==> config.mk <==
export PLATFORM = sky130hd
export DESIGN_NAME = sd_block_arbiter_flat
export DESIGN_NICKNAME = d
export VERILOG_FILES = /design/src/rtl/sd_block_arbiter_if.sv /design/src/rtl/sd_block_arbiter.sv /design/src/flat_wrapper.sv
export SDC_FILE = /design/constraint.sdc
export NUM_CORES = 1
export LEC_CHECK = 0
export ABC_AREA = 1
export BUFFER_PORTS_ARGS = -buffer_cell sky130_fd_sc_hd__buf_2
export CELL_PAD_IN_SITES_DETAIL_PLACEMENT = 1
export CELL_PAD_IN_SITES_GLOBAL_PLACEMENT = 2
export CORE_MARGIN = 2
export CORE_UTILIZATION = 26
export DETAILED_ROUTE_END_ITERATION = 16
export PLACE_DENSITY = 0.9
export REMOVE_ABC_BUFFERS = 1
export SLEW_MARGIN = 15
export SYNTH_ARGS = -nofsm -noshare
export SYNTH_HDL_FRONTEND = slang
export SYNTH_SLANG_ARGS = --single-unit
==> constraint.sdc <==
create_clock -name clk_sys -period 2.14 [get_ports clk_sys]
set_clock_uncertainty 0.1 [all_clocks]
set_input_delay 0.428 -clock clk_sys [delete_from_list [all_inputs] [get_ports clk_sys]]
set_output_delay 0.428 -clock clk_sys [all_outputs]
set_load 0.01 [all_outputs]
==> src/rtl/sd_block_arbiter_if.sv <==
// -----------------------------------------------------------------------------
// sd_block_arbiter_if
//   Bundles the client-side request wiring and the host SD block interface
//   that sd_block_arbiter sits between.
//
//   Client side (one lane per client, client i in lane i):
//     client_lba       32*N  block address requested by each client
//     client_rd        N     read request level per client
//     client_wr        N     write request level per client
//     client_buff_din  8*N   write data from each client toward SD
//     client_ack       N     host_ack routed back to the granted client
//   Host side:
//     host_lba         32    latched LBA of the granted request
//     host_rd          1     read strobe to host
//     host_wr          1     write strobe to host
//     host_ack         1     host acknowledge, high for the whole transfer
//     host_buff_din    8     write data of the granted client
//   Status:
//     grant            N     one-hot current owner
//     timeout_err      1     one-cycle pulse on watchdog abort
//
//   master : the arbiter's view
//   slave  : the view of the surrounding clients/host
// -----------------------------------------------------------------------------
interface sd_block_arbiter_if #(
  parameter int NUM_CLIENTS = 3
);
  logic [32*NUM_CLIENTS-1:0] client_lba;
  logic [NUM_CLIENTS-1:0]    client_rd;
  logic [NUM_CLIENTS-1:0]    client_wr;
  logic [8*NUM_CLIENTS-1:0]  client_buff_din;
  logic [NUM_CLIENTS-1:0]    client_ack;
  logic [31:0]               host_lba;
  logic                      host_rd;
  logic                      host_wr;
  logic                      host_ack;
  logic [7:0]                host_buff_din;
  logic [NUM_CLIENTS-1:0]    grant;
  logic                      timeout_err;

  modport master (
    input  client_lba, client_rd, client_wr, client_buff_din, host_ack,
    output client_ack, host_lba, host_rd, host_wr, host_buff_din, grant,
           timeout_err
  );

  modport slave (
    output client_lba, client_rd, client_wr, client_buff_din, host_ack,
    input  client_ack, host_lba, host_rd, host_wr, host_buff_din, grant,
           timeout_err
  );
endinterface

==> src/rtl/sd_block_arbiter.sv <==
// -----------------------------------------------------------------------------
// sd_block_arbiter
//   Serialises the block requests of NUM_CLIENTS clients (0 = floppy 1,
//   1 = HDD, 2 = floppy 2) onto the single host SD block interface.
//   Clients are granted one at a time in round-robin order; the granted
//   client's LBA and direction are latched, host_ack and write data are routed
//   to/from that client only, and a watchdog aborts requests the host never
//   acknowledges.
//
//   Ports:
//     clk_sys  in   system clock
//     reset    in   synchronous active-high reset, overrides everything
//     bus      master modport of sd_block_arbiter_if (client and host lanes,
//              grant and timeout_err)
//
//   Parameters:
//     NUM_CLIENTS  number of requesting clients
//     TIMEOUT      clk_sys cycles allowed in REQ before the request is aborted
// -----------------------------------------------------------------------------
module sd_block_arbiter #(
  parameter int          NUM_CLIENTS = 3,
  parameter logic [23:0] TIMEOUT     = 24'd10_000_000
) (
  input logic                clk_sys,
  input logic                reset,
  sd_block_arbiter_if.master bus
);

  localparam int PTR_W = (NUM_CLIENTS > 1) ? $clog2(NUM_CLIENTS) : 1;
  // One extra bit so rr_ptr + offset can be wrapped without overflow.
  localparam int IDX_W = PTR_W + 1;

  typedef enum logic [1:0] {
    S_IDLE,
    S_REQ,
    S_XFER,
    S_DONE
  } state_t;

  // Registered state
  state_t                 state_q;
  logic [PTR_W-1:0]       rr_ptr_q;
  logic [NUM_CLIENTS-1:0] grant_q;
  logic [31:0]            host_lba_q;
  logic                   host_rd_q;
  logic                   host_wr_q;
  logic                   timeout_err_q;
  logic                   old_ack_q;
  logic [23:0]            wdog_q;

  // Arbitration results for the current cycle
  logic [NUM_CLIENTS-1:0] pend;
  logic                   any_pend;
  logic [IDX_W-1:0]       scan_idx;
  logic [PTR_W-1:0]       sel_d;
  logic [PTR_W-1:0]       rr_ptr_d;
  logic [NUM_CLIENTS-1:0] grant_d;
  logic [31:0]            lba_d;
  logic                   rd_sel;
  logic                   wr_sel;

  logic                   ack_rise;
  logic                   ack_fall;
  logic [7:0]             buff_mux;

  assign ack_rise = bus.host_ack & ~old_ack_q;
  assign ack_fall = ~bus.host_ack & old_ack_q;

  // Round-robin search: offsets are scanned from the far end back toward
  // rr_ptr so the closest pending client (smallest offset) is written last
  // and therefore wins.
  always_comb begin
    pend     = bus.client_rd | bus.client_wr;
    sel_d    = '0;
    scan_idx = '0;
    for (int k = NUM_CLIENTS - 1; k >= 0; k--) begin
      scan_idx = {1'b0, rr_ptr_q} + IDX_W'(k);
      if (scan_idx >= IDX_W'(NUM_CLIENTS)) begin
        scan_idx = scan_idx - IDX_W'(NUM_CLIENTS);
      end
      if (pend[scan_idx[PTR_W-1:0]]) begin
        sel_d = scan_idx[PTR_W-1:0];
      end
    end
  end

  assign any_pend = |pend;

  // Per-client fields of the selected client, and its one-hot grant.
  always_comb begin
    lba_d   = '0;
    rd_sel  = 1'b0;
    wr_sel  = 1'b0;
    grant_d = '0;
    for (int i = 0; i < NUM_CLIENTS; i++) begin
      if (sel_d == PTR_W'(i)) begin
        lba_d      = bus.client_lba[32*i +: 32];
        rd_sel     = bus.client_rd[i];
        wr_sel     = bus.client_wr[i];
        grant_d[i] = 1'b1;
      end
    end
  end

  always_comb begin
    if (sel_d == PTR_W'(NUM_CLIENTS - 1)) begin
      rr_ptr_d = '0;
    end else begin
      rr_ptr_d = sel_d + 1'b1;
    end
  end

  // Write-data mux; grant is one-hot or zero, so OR-ing the lanes is exact
  // and yields 0 when nobody owns the bus.
  always_comb begin
    buff_mux = '0;
    for (int i = 0; i < NUM_CLIENTS; i++) begin
      if (grant_q[i]) begin
        buff_mux = buff_mux | bus.client_buff_din[8*i +: 8];
      end
    end
  end

  always_ff @(posedge clk_sys) begin
    if (reset) begin
      state_q       <= S_IDLE;
      rr_ptr_q      <= '0;
      grant_q       <= '0;
      host_lba_q    <= '0;
      host_rd_q     <= 1'b0;
      host_wr_q     <= 1'b0;
      timeout_err_q <= 1'b0;
      old_ack_q     <= 1'b0;
      wdog_q        <= '0;
    end else begin
      old_ack_q     <= bus.host_ack;
      timeout_err_q <= 1'b0;
      case (state_q)
        S_IDLE: begin
          if (any_pend) begin
            grant_q    <= grant_d;
            host_lba_q <= lba_d;
            rr_ptr_q   <= rr_ptr_d;
            // Read wins when both levels are up; the write stays pending
            // and is picked up on a later grant.
            host_rd_q  <= rd_sel;
            host_wr_q  <= wr_sel & ~rd_sel;
            wdog_q     <= '0;
            state_q    <= S_REQ;
          end
        end

        S_REQ: begin
          // An ack already high on entry is not an edge: old_ack_q is high
          // too, so we wait for a fresh low-to-high transition.
          if (ack_rise) begin
            host_rd_q <= 1'b0;
            host_wr_q <= 1'b0;
            state_q   <= S_XFER;
          end else if (wdog_q == TIMEOUT - 24'd1) begin
            host_rd_q     <= 1'b0;
            host_wr_q     <= 1'b0;
            grant_q       <= '0;
            timeout_err_q <= 1'b1;
            state_q       <= S_IDLE;
          end else begin
            wdog_q <= wdog_q + 24'd1;
          end
        end

        S_XFER: begin
          if (ack_fall) begin
            state_q <= S_DONE;
          end
        end

        S_DONE: begin
          // One idle cycle lets the client drop its level before the next
          // arbitration, so a still-held request is not granted twice.
          grant_q <= '0;
          state_q <= S_IDLE;
        end

        default: begin
          grant_q   <= '0;
          host_rd_q <= 1'b0;
          host_wr_q <= 1'b0;
          state_q   <= S_IDLE;
        end
      endcase
    end
  end

  assign bus.grant         = grant_q;
  assign bus.host_lba      = host_lba_q;
  assign bus.host_rd       = host_rd_q;
  assign bus.host_wr       = host_wr_q;
  assign bus.timeout_err   = timeout_err_q;
  assign bus.host_buff_din = buff_mux;
  assign bus.client_ack    = grant_q & {NUM_CLIENTS{bus.host_ack}};

  // Structural invariants of the arbiter outputs.
  grant_onehot0_a: assert property (@(posedge clk_sys) $onehot0(grant_q));
  single_dir_a: assert property (@(posedge clk_sys) !(host_rd_q && host_wr_q));

endmodule

==> src/flat_wrapper.sv <==
// flat-port wrapper written by rule: the top's interface ports become plain ports
module sd_block_arbiter_flat 
#(
  parameter int          NUM_CLIENTS = 3,
  parameter logic [23:0] TIMEOUT     = 24'd10_000_000
)
  (clk_sys, reset, bus_client_lba, bus_client_rd, bus_client_wr, bus_client_buff_din, bus_host_ack, bus_client_ack, bus_host_lba, bus_host_rd, bus_host_wr, bus_host_buff_din, bus_grant, bus_timeout_err);
  sd_block_arbiter_if #(.NUM_CLIENTS(NUM_CLIENTS)) bus_i ();
  input logic clk_sys;
  input logic reset;
  input wire logic [$bits(bus_i.client_lba)-1:0] bus_client_lba;
  input wire logic [$bits(bus_i.client_rd)-1:0] bus_client_rd;
  input wire logic [$bits(bus_i.client_wr)-1:0] bus_client_wr;
  input wire logic [$bits(bus_i.client_buff_din)-1:0] bus_client_buff_din;
  input wire logic [$bits(bus_i.host_ack)-1:0] bus_host_ack;
  output wire logic [$bits(bus_i.client_ack)-1:0] bus_client_ack;
  output wire logic [$bits(bus_i.host_lba)-1:0] bus_host_lba;
  output wire logic [$bits(bus_i.host_rd)-1:0] bus_host_rd;
  output wire logic [$bits(bus_i.host_wr)-1:0] bus_host_wr;
  output wire logic [$bits(bus_i.host_buff_din)-1:0] bus_host_buff_din;
  output wire logic [$bits(bus_i.grant)-1:0] bus_grant;
  output wire logic [$bits(bus_i.timeout_err)-1:0] bus_timeout_err;
  assign bus_i.client_lba = bus_client_lba;
  assign bus_i.client_rd = bus_client_rd;
  assign bus_i.client_wr = bus_client_wr;
  assign bus_i.client_buff_din = bus_client_buff_din;
  assign bus_i.host_ack = bus_host_ack;
  assign bus_client_ack = bus_i.client_ack;
  assign bus_host_lba = bus_i.host_lba;
  assign bus_host_rd = bus_i.host_rd;
  assign bus_host_wr = bus_i.host_wr;
  assign bus_host_buff_din = bus_i.host_buff_din;
  assign bus_grant = bus_i.grant;
  assign bus_timeout_err = bus_i.timeout_err;
  sd_block_arbiter #(.NUM_CLIENTS(NUM_CLIENTS), .TIMEOUT(TIMEOUT)) u_core (.clk_sys(clk_sys), .reset(reset), .bus(bus_i));
endmodule
**Word level (Yosys, flattened, before mapping)**

Cells that the tools add are included.

- Flip-flop bits (word level): 67
- Input bits: 129
- Output and inout bits: 49
- Word-level logic and storage cells: 104

- $add $sub $neg: 7
- Magnitude comparators: 6
- Equal/unequal tests: 12
- Multiplexer cells: 48
- Bitwise logic cells: 11
- Reductions and logical operators: 11

Operators with widths:

| operator | number |
|---|---|
| 32-bit two-way mux | 3 |
| 24-bit two-way mux | 3 |
| 24-bit one-hot mux with 2 select lines | 1 |
| 24-bit by 1-bit adder with 24-bit output, second input constant | 1 |
| 24-bit == test, second input constant | 1 |
| 8-bit two-way mux | 3 |
| 2-bit two-way mux | 11 |
| 1-bit two-way mux | 17 |
| 8-bit OR | 2 |
| 2-bit by 3-bit less-than comparator with 1-bit output, second input constant | 3 |
| 3-bit two-way mux | 3 |
| 3-bit one-hot mux with 3 select lines | 1 |
| 2-bit one-hot mux with 4 select lines | 1 |
| 4-bit AND reduction | 2 |
| 1-bit binary-select mux with 2-bit select | 3 |
| 2-bit == test, second input constant | 3 |
| 3-bit by 2-bit >= comparator with 1-bit output, second input constant | 2 |
| 2-bit by 1-bit != test with 1-bit output, second input constant | 3 |
| 3-bit AND reduction | 2 |
| 3-bit OR reduction | 2 |
| 2-bit subtractor, second input constant | 3 |
| 2-bit by 1-bit == test with 1-bit output, second input constant | 2 |
| 2-bit zero test | 2 |
| 2-bit != test, second input constant | 2 |
| other kinds (13) | 19 |

**Depth between registers and ports, before layout**

- Depth after elaboration: 16
- Depth in mapped cells: 14
- Depth with buffers taken out: 14

**Worst setup path after synthesis**

OpenSTA, ideal clock, no wires.

- Path type: reg2reg
- From: register u_core.rr_ptr_q[1]
- To: register u_core.host_lba_q[11], in the netlist u_core.bus.host_lba[11]
- Library setup time: 120 ps
- Arrival time: 1612 ps
- Data required time: 1920 ps
- Path slack: 308 ps
- Stages on the path, launching flop included: 14
- Path buffers: 1
- Clock period less this slack: 1832 ps
- Cell sequence: dfxtp_1 inv_1 ha_1 inv_1 nand3_2 nand2_1 nor2_1 nand2_2 nand2_4 nor2_8 inv_2 buf_6 o211ai_1 nand2_1

- Longest elaborated chain between the ends: 12
- Elaborated cells on any way between the ends: 26
- Classes of those cells: add/sub: 5; order compare: 3; eq/ne: 2; mux: 15; reduce/logical: 1

RTL lines:

| what | RTL line | text |
|---|---|---|
| start, declared | sd_block_arbiter.sv:42 | `logic [PTR_W-1:0] rr_ptr_q;` |
| start signal, assigned | sd_block_arbiter.sv:143 | `rr_ptr_q <= rr_ptr_d;` |
| 2-bit by 2-bit adder with 3-bit output | sd_block_arbiter.sv:77 | `scan_idx = {1'b0, rr_ptr_q} + IDX_W'(k);` |
| 3-bit by 2-bit >= comparator with 1-bit output / 2-bit subtractor (equally long branches) | sd_block_arbiter.sv:78, sd_block_arbiter.sv:79 |  |
| 2-bit two-way mux | sd_block_arbiter.sv:78 | `if (scan_idx >= IDX_W'(NUM_CLIENTS)) begin` |
| 1-bit binary-select mux with 2-bit select | sd_block_arbiter.sv:81 | `if (pend[scan_idx[PTR_W-1:0]]) begin` |
| 1-bit two-way mux (not written as such) | sd_block_arbiter.sv:81 |  |
| 2-bit two-way mux (2 in series) | sd_block_arbiter.sv:81 |  |
| 2-bit two-way mux (*) | sd_block_arbiter.sv:81 |  |
| 2-bit zero test | sd_block_arbiter.sv:96 | `if (sel_d == PTR_W'(i)) begin` |
| 32-bit two-way mux (2 in series) | sd_block_arbiter.sv:96 |  |
| 32-bit two-way mux (*) | sd_block_arbiter.sv:96 |  |
| end signal, assigned | sd_block_arbiter.sv:142 | `host_lba_q <= lba_d;` |
| end, declared | sd_block_arbiter.sv:44 | `logic [31:0] host_lba_q;` |

Every way passes the cells marked *; elsewhere a longest branch is shown, timed or not. The select of a mux whose other input is x is not followed.
A chain may end at the register's enable or synchronous reset.

**Worst setup path in the final report**

- From: register u_core.rr_ptr_q[0]
- To: register u_core.host_lba_q[2], in the netlist u_core.bus.host_lba[2]

Same word-level chain as after synthesis.

==> results.md <==
- DIE HEIGHT: 135.0 um
- CP Data Required Time: 2.27 ns
- Core footprint: 16700 sq um
- Post-synth EDFFs: 0
- Die area: 18230 sq um
- Final WL: 15670 um
- Power Density: 1167 nW/um^2
- Met2 Usage GRT: 30.32%
- WP data arrival: 2.15 ns
- Io pins: 178
- CP Cell Sequence: inv_2, buf_4, ha_2, nor2_2, nand2_1, nand2_1, nand3_2, nand2_4, buf_6, nor2_8, buf_12, nand2_1, nand3_1, o211ai_2, nand2_1
- Final WS setup: 0.1209 ns
- WS Path Type: flip-flop to flip-flop
- VDD IR max: 0.0006183 V
- Gr busiest metal: met2
- Flop pwr share: 25.3%
- Antenna violations before repair: 2
- Primary FF master, synth: dfxtp_1
- Combinational power share: 49.8%
- Simple-gate share of the synthesized area: 40.22%
- Max-slew violation count: 0
- ANT nets after route: 0
- Commonest non-fill, non-tap cell in the layout: nand2_1
- Seq/Total Area, Yosys: 30.04%
- GR Util met1: 20.43%
- Final min period: 2.019 ns
- CTS H-Tree Depth: 3
- Avg Cell Area, Syn: 6.921 sq um
- Total power: 0.007059 W
- CP endpoint kind: flip-flop
- Max_cap viols: 0
- # nets final: 959
- DRC: 0
- Delay-heaviest family, CP: simple AND/OR/NAND/NOR gates
- Mux contribution to synthesized area: 0%
- Area Overhead vs Synth: 35.45%
- Worst min-delay path class: primary input to flip-flop
- Compound-Gate Fraction of Synth Area: 16.17%
- CP Launch Type: flip-flop
- Crit-path max FO: 14
- Synth warn: 0
- Stages on the worst setup path: 15
- Met3 usage: 6.569%
- Final Hold Vio Count: 0
- Fin crit share: 94.35%
- CP max stage cell: dfxtp_2
- Vias in the first global route: 5090
- DP HPWL: 11960 um
- Initial Util: 26.73%
- Num rows: 47
- Drt first-iter violations: 142
- Sw frac: 42.61%
- Gpl congestion: 0.8691
- # setup viols final: 0
- Largest family of logic cells by synthesized area: simple AND/OR/NAND/NOR gates
- CTS buffer count: 9
- Vias/cell: 4.667
- Share of layout cells above drive strength 1: 37.91%
- Fmax: 495.3 MHz
- Hold Path Depth: 3
- Cell count after synthesis: 645
- Die X: 135.0 um
- Most frequent cell on the critical path: nand2_1
- Gr ovfl total: 0
- Crit path largest cell delay: 0.33 ns
- IO Port Bufs: 177
- Drt pass-1 iters: 4
- Hold Slack: 0.2183 ns
- Reg2reg setup slack: 0.12 ns
- Largest net degree at the start of global routing: 58
- DP Worst Slack: -0.03007 ns
- WP buf/inv: 4
- CTS Buffer Depth: 2
- Post-synth ARST share: 0%
- Total GRT Usage: 17.62%
- P_sw: 0.003008 W
- Setup repair bufs after CTS: 0
- Clock-pin slew on the worst setup and hold paths: 0.06 ns
- Worst-Margin Slew: 0.4361 ns
- First-pass GRT wire length: 25410 um
- Fill cell count: 2167
- Yosys reg bits: 67
- Vias: 4910
- Standby leakage power: 2.801 nW
- Commonest cells after routing, fill and taps aside: nand2_1 (228), buf_2 (177), dfxtp_1 (65)
- Clock share of power: 25.0%
- TNS Setup: 0 ns
- Status: complete, no violations
- Routed wire per std cell: 14.89 um
- Synthesized-area fraction occupied by adder cells: 1.121%
- Synth unique cells: 42
- Cts-stage hold buffer count: 0
- Register-to-Register Path Depth: 15
- Internal Power: 0.004051 W
- Netlist Area Pre-Place: 4464 sq um
- Clock sinks: 67
- Worst-skew pair later-pin latency: 0.34 ns
- TritonCTS clock tree: yes
- XOR/XNOR Fraction of Synth Area: 2.943%
- Max-slew headroom: 70.66%
- CTS Root Cell: clkbuf_16
==> path summary, 6_finish.rpt <==
kind | start | end
max | u_core.rr_ptr_q[0] | u_core.bus.host_lba[2]
min reg2reg | u_core.bus.host_lba[18] | u_core.bus.host_lba[18]
min | bus_client_lba[8] | u_core.bus.host_lba[8]
max reg2reg | u_core.rr_ptr_q[0] | u_core.bus.host_lba[2]
==> layer usage <==
layer | wire length (um) | share of wire, % | up-vias
met2 | 7653 | 49 | 132
met4 | 230 | 1.5 | 2
met5 | 13 | 0.083 | -
met1 | 6553 | 42 | 2287
li1 | - | - | 2467
met3 | 1217 | 7.8 | 22
==> layout make-up <==
type	instances	area [sq um]	share of cell area (%)
clock buffers	10	229.0	3.786
repair buffers	200	1137	18.81
well taps	220	275.3	4.552
clock inverters	6	112.6	1.862
inverters	53	209.0	3.455
flip-flops and latches	67	1344	22.22
diodes	1	2.502	0.04138
multi-input cells	495	2738	45.27
==> kinds of logic (layout without fill, tap and decap cells) <==
kind of cell | count (synthesis) | after routing
compound gates | 84 | 84
xor+xnor | 15 | 15
fa+ha+maj | 4 | 4
buf+inv | 83 | 269
flops | 67 | 67
other cells | 0 | 1
simple gates | 392 | 392
==> Yosys cell counts (all sizes together) (3+ instances only) <==
library cell | n | area [sq um]
nand2 | 248 | 1006
dfxtp | 67 | 1341
inv | 53 | 201.5
nand3 | 52 | 280.3
nor2 | 49 | 230.2
a21oi | 37 | 275.3
o211ai | 29 | 342.8
buf | 26 | 207.7
nand4 | 20 | 125.1
xor2 | 12 | 105.1
o21ai | 11 | 55.05
nor3 | 9 | 50.05
or2 | 9 | 56.31
o22ai | 5 | 31.28
clkbuf | 4 | 15.01
ha | 4 | 50.05
nor4 | 3 | 33.78
xnor2 | 3 | 26.28
==> through the flow <==
step | util [%] | cells | area, sq um
2_1_floorplan | - | 615 | 4242
3_3_place_gp | 33.76 | 1035 | 5638
3_5_place_dp | 33.76 | 1035 | 5638
4_1_cts | 35.83 | 1051 | 5984
5_1_grt | 36.19 | 1051 | 6045
6_report | 36.21 | 1052 | 6047
==> power by group through the flow <==
stage	Combinational [W]	Sequential (W)	Clock (W)
after global placement	0.00337	0.00180	0
final	0.00351	0.00178	0.00176
after global routing	0.00393	0.00183	0.00185
after floorplan	0.00189	0.00190	0
after CTS	0.00344	0.00178	0.00181
after detailed placement	0.00343	0.00180	0
==> timing repair <==
item,in CTS,in global routing
setup endpoints to repair,4,55
pin swaps,0,2
resized for setup,2,16
==> state kept, by name, indices dropped and copies added (netlist names), named ones only <==
name                    flops
u_core.state_q              1
u_core.bus.grant            3
u_core.bus.host_rd          1
u_core.bus.host_wr          1
u_core.bus.timeout_err      1
u_core.old_ack_q            1
u_core.bus.host_lba        32
u_core.wdog_q              24
u_core.rr_ptr_q             2
==> worst reg2reg max path: cells and delay by family, from the launching register on <==
family                     cells  cell delay, ns
DFF                            1            0.33
buffers and inverters          4            0.46
adders and majority gates      1            0.20
and+or+nand+nor                9            0.72
AOI/OAI and AO/OA              1            0.09
No activity file was read; power rests on OpenSTA's default activity.
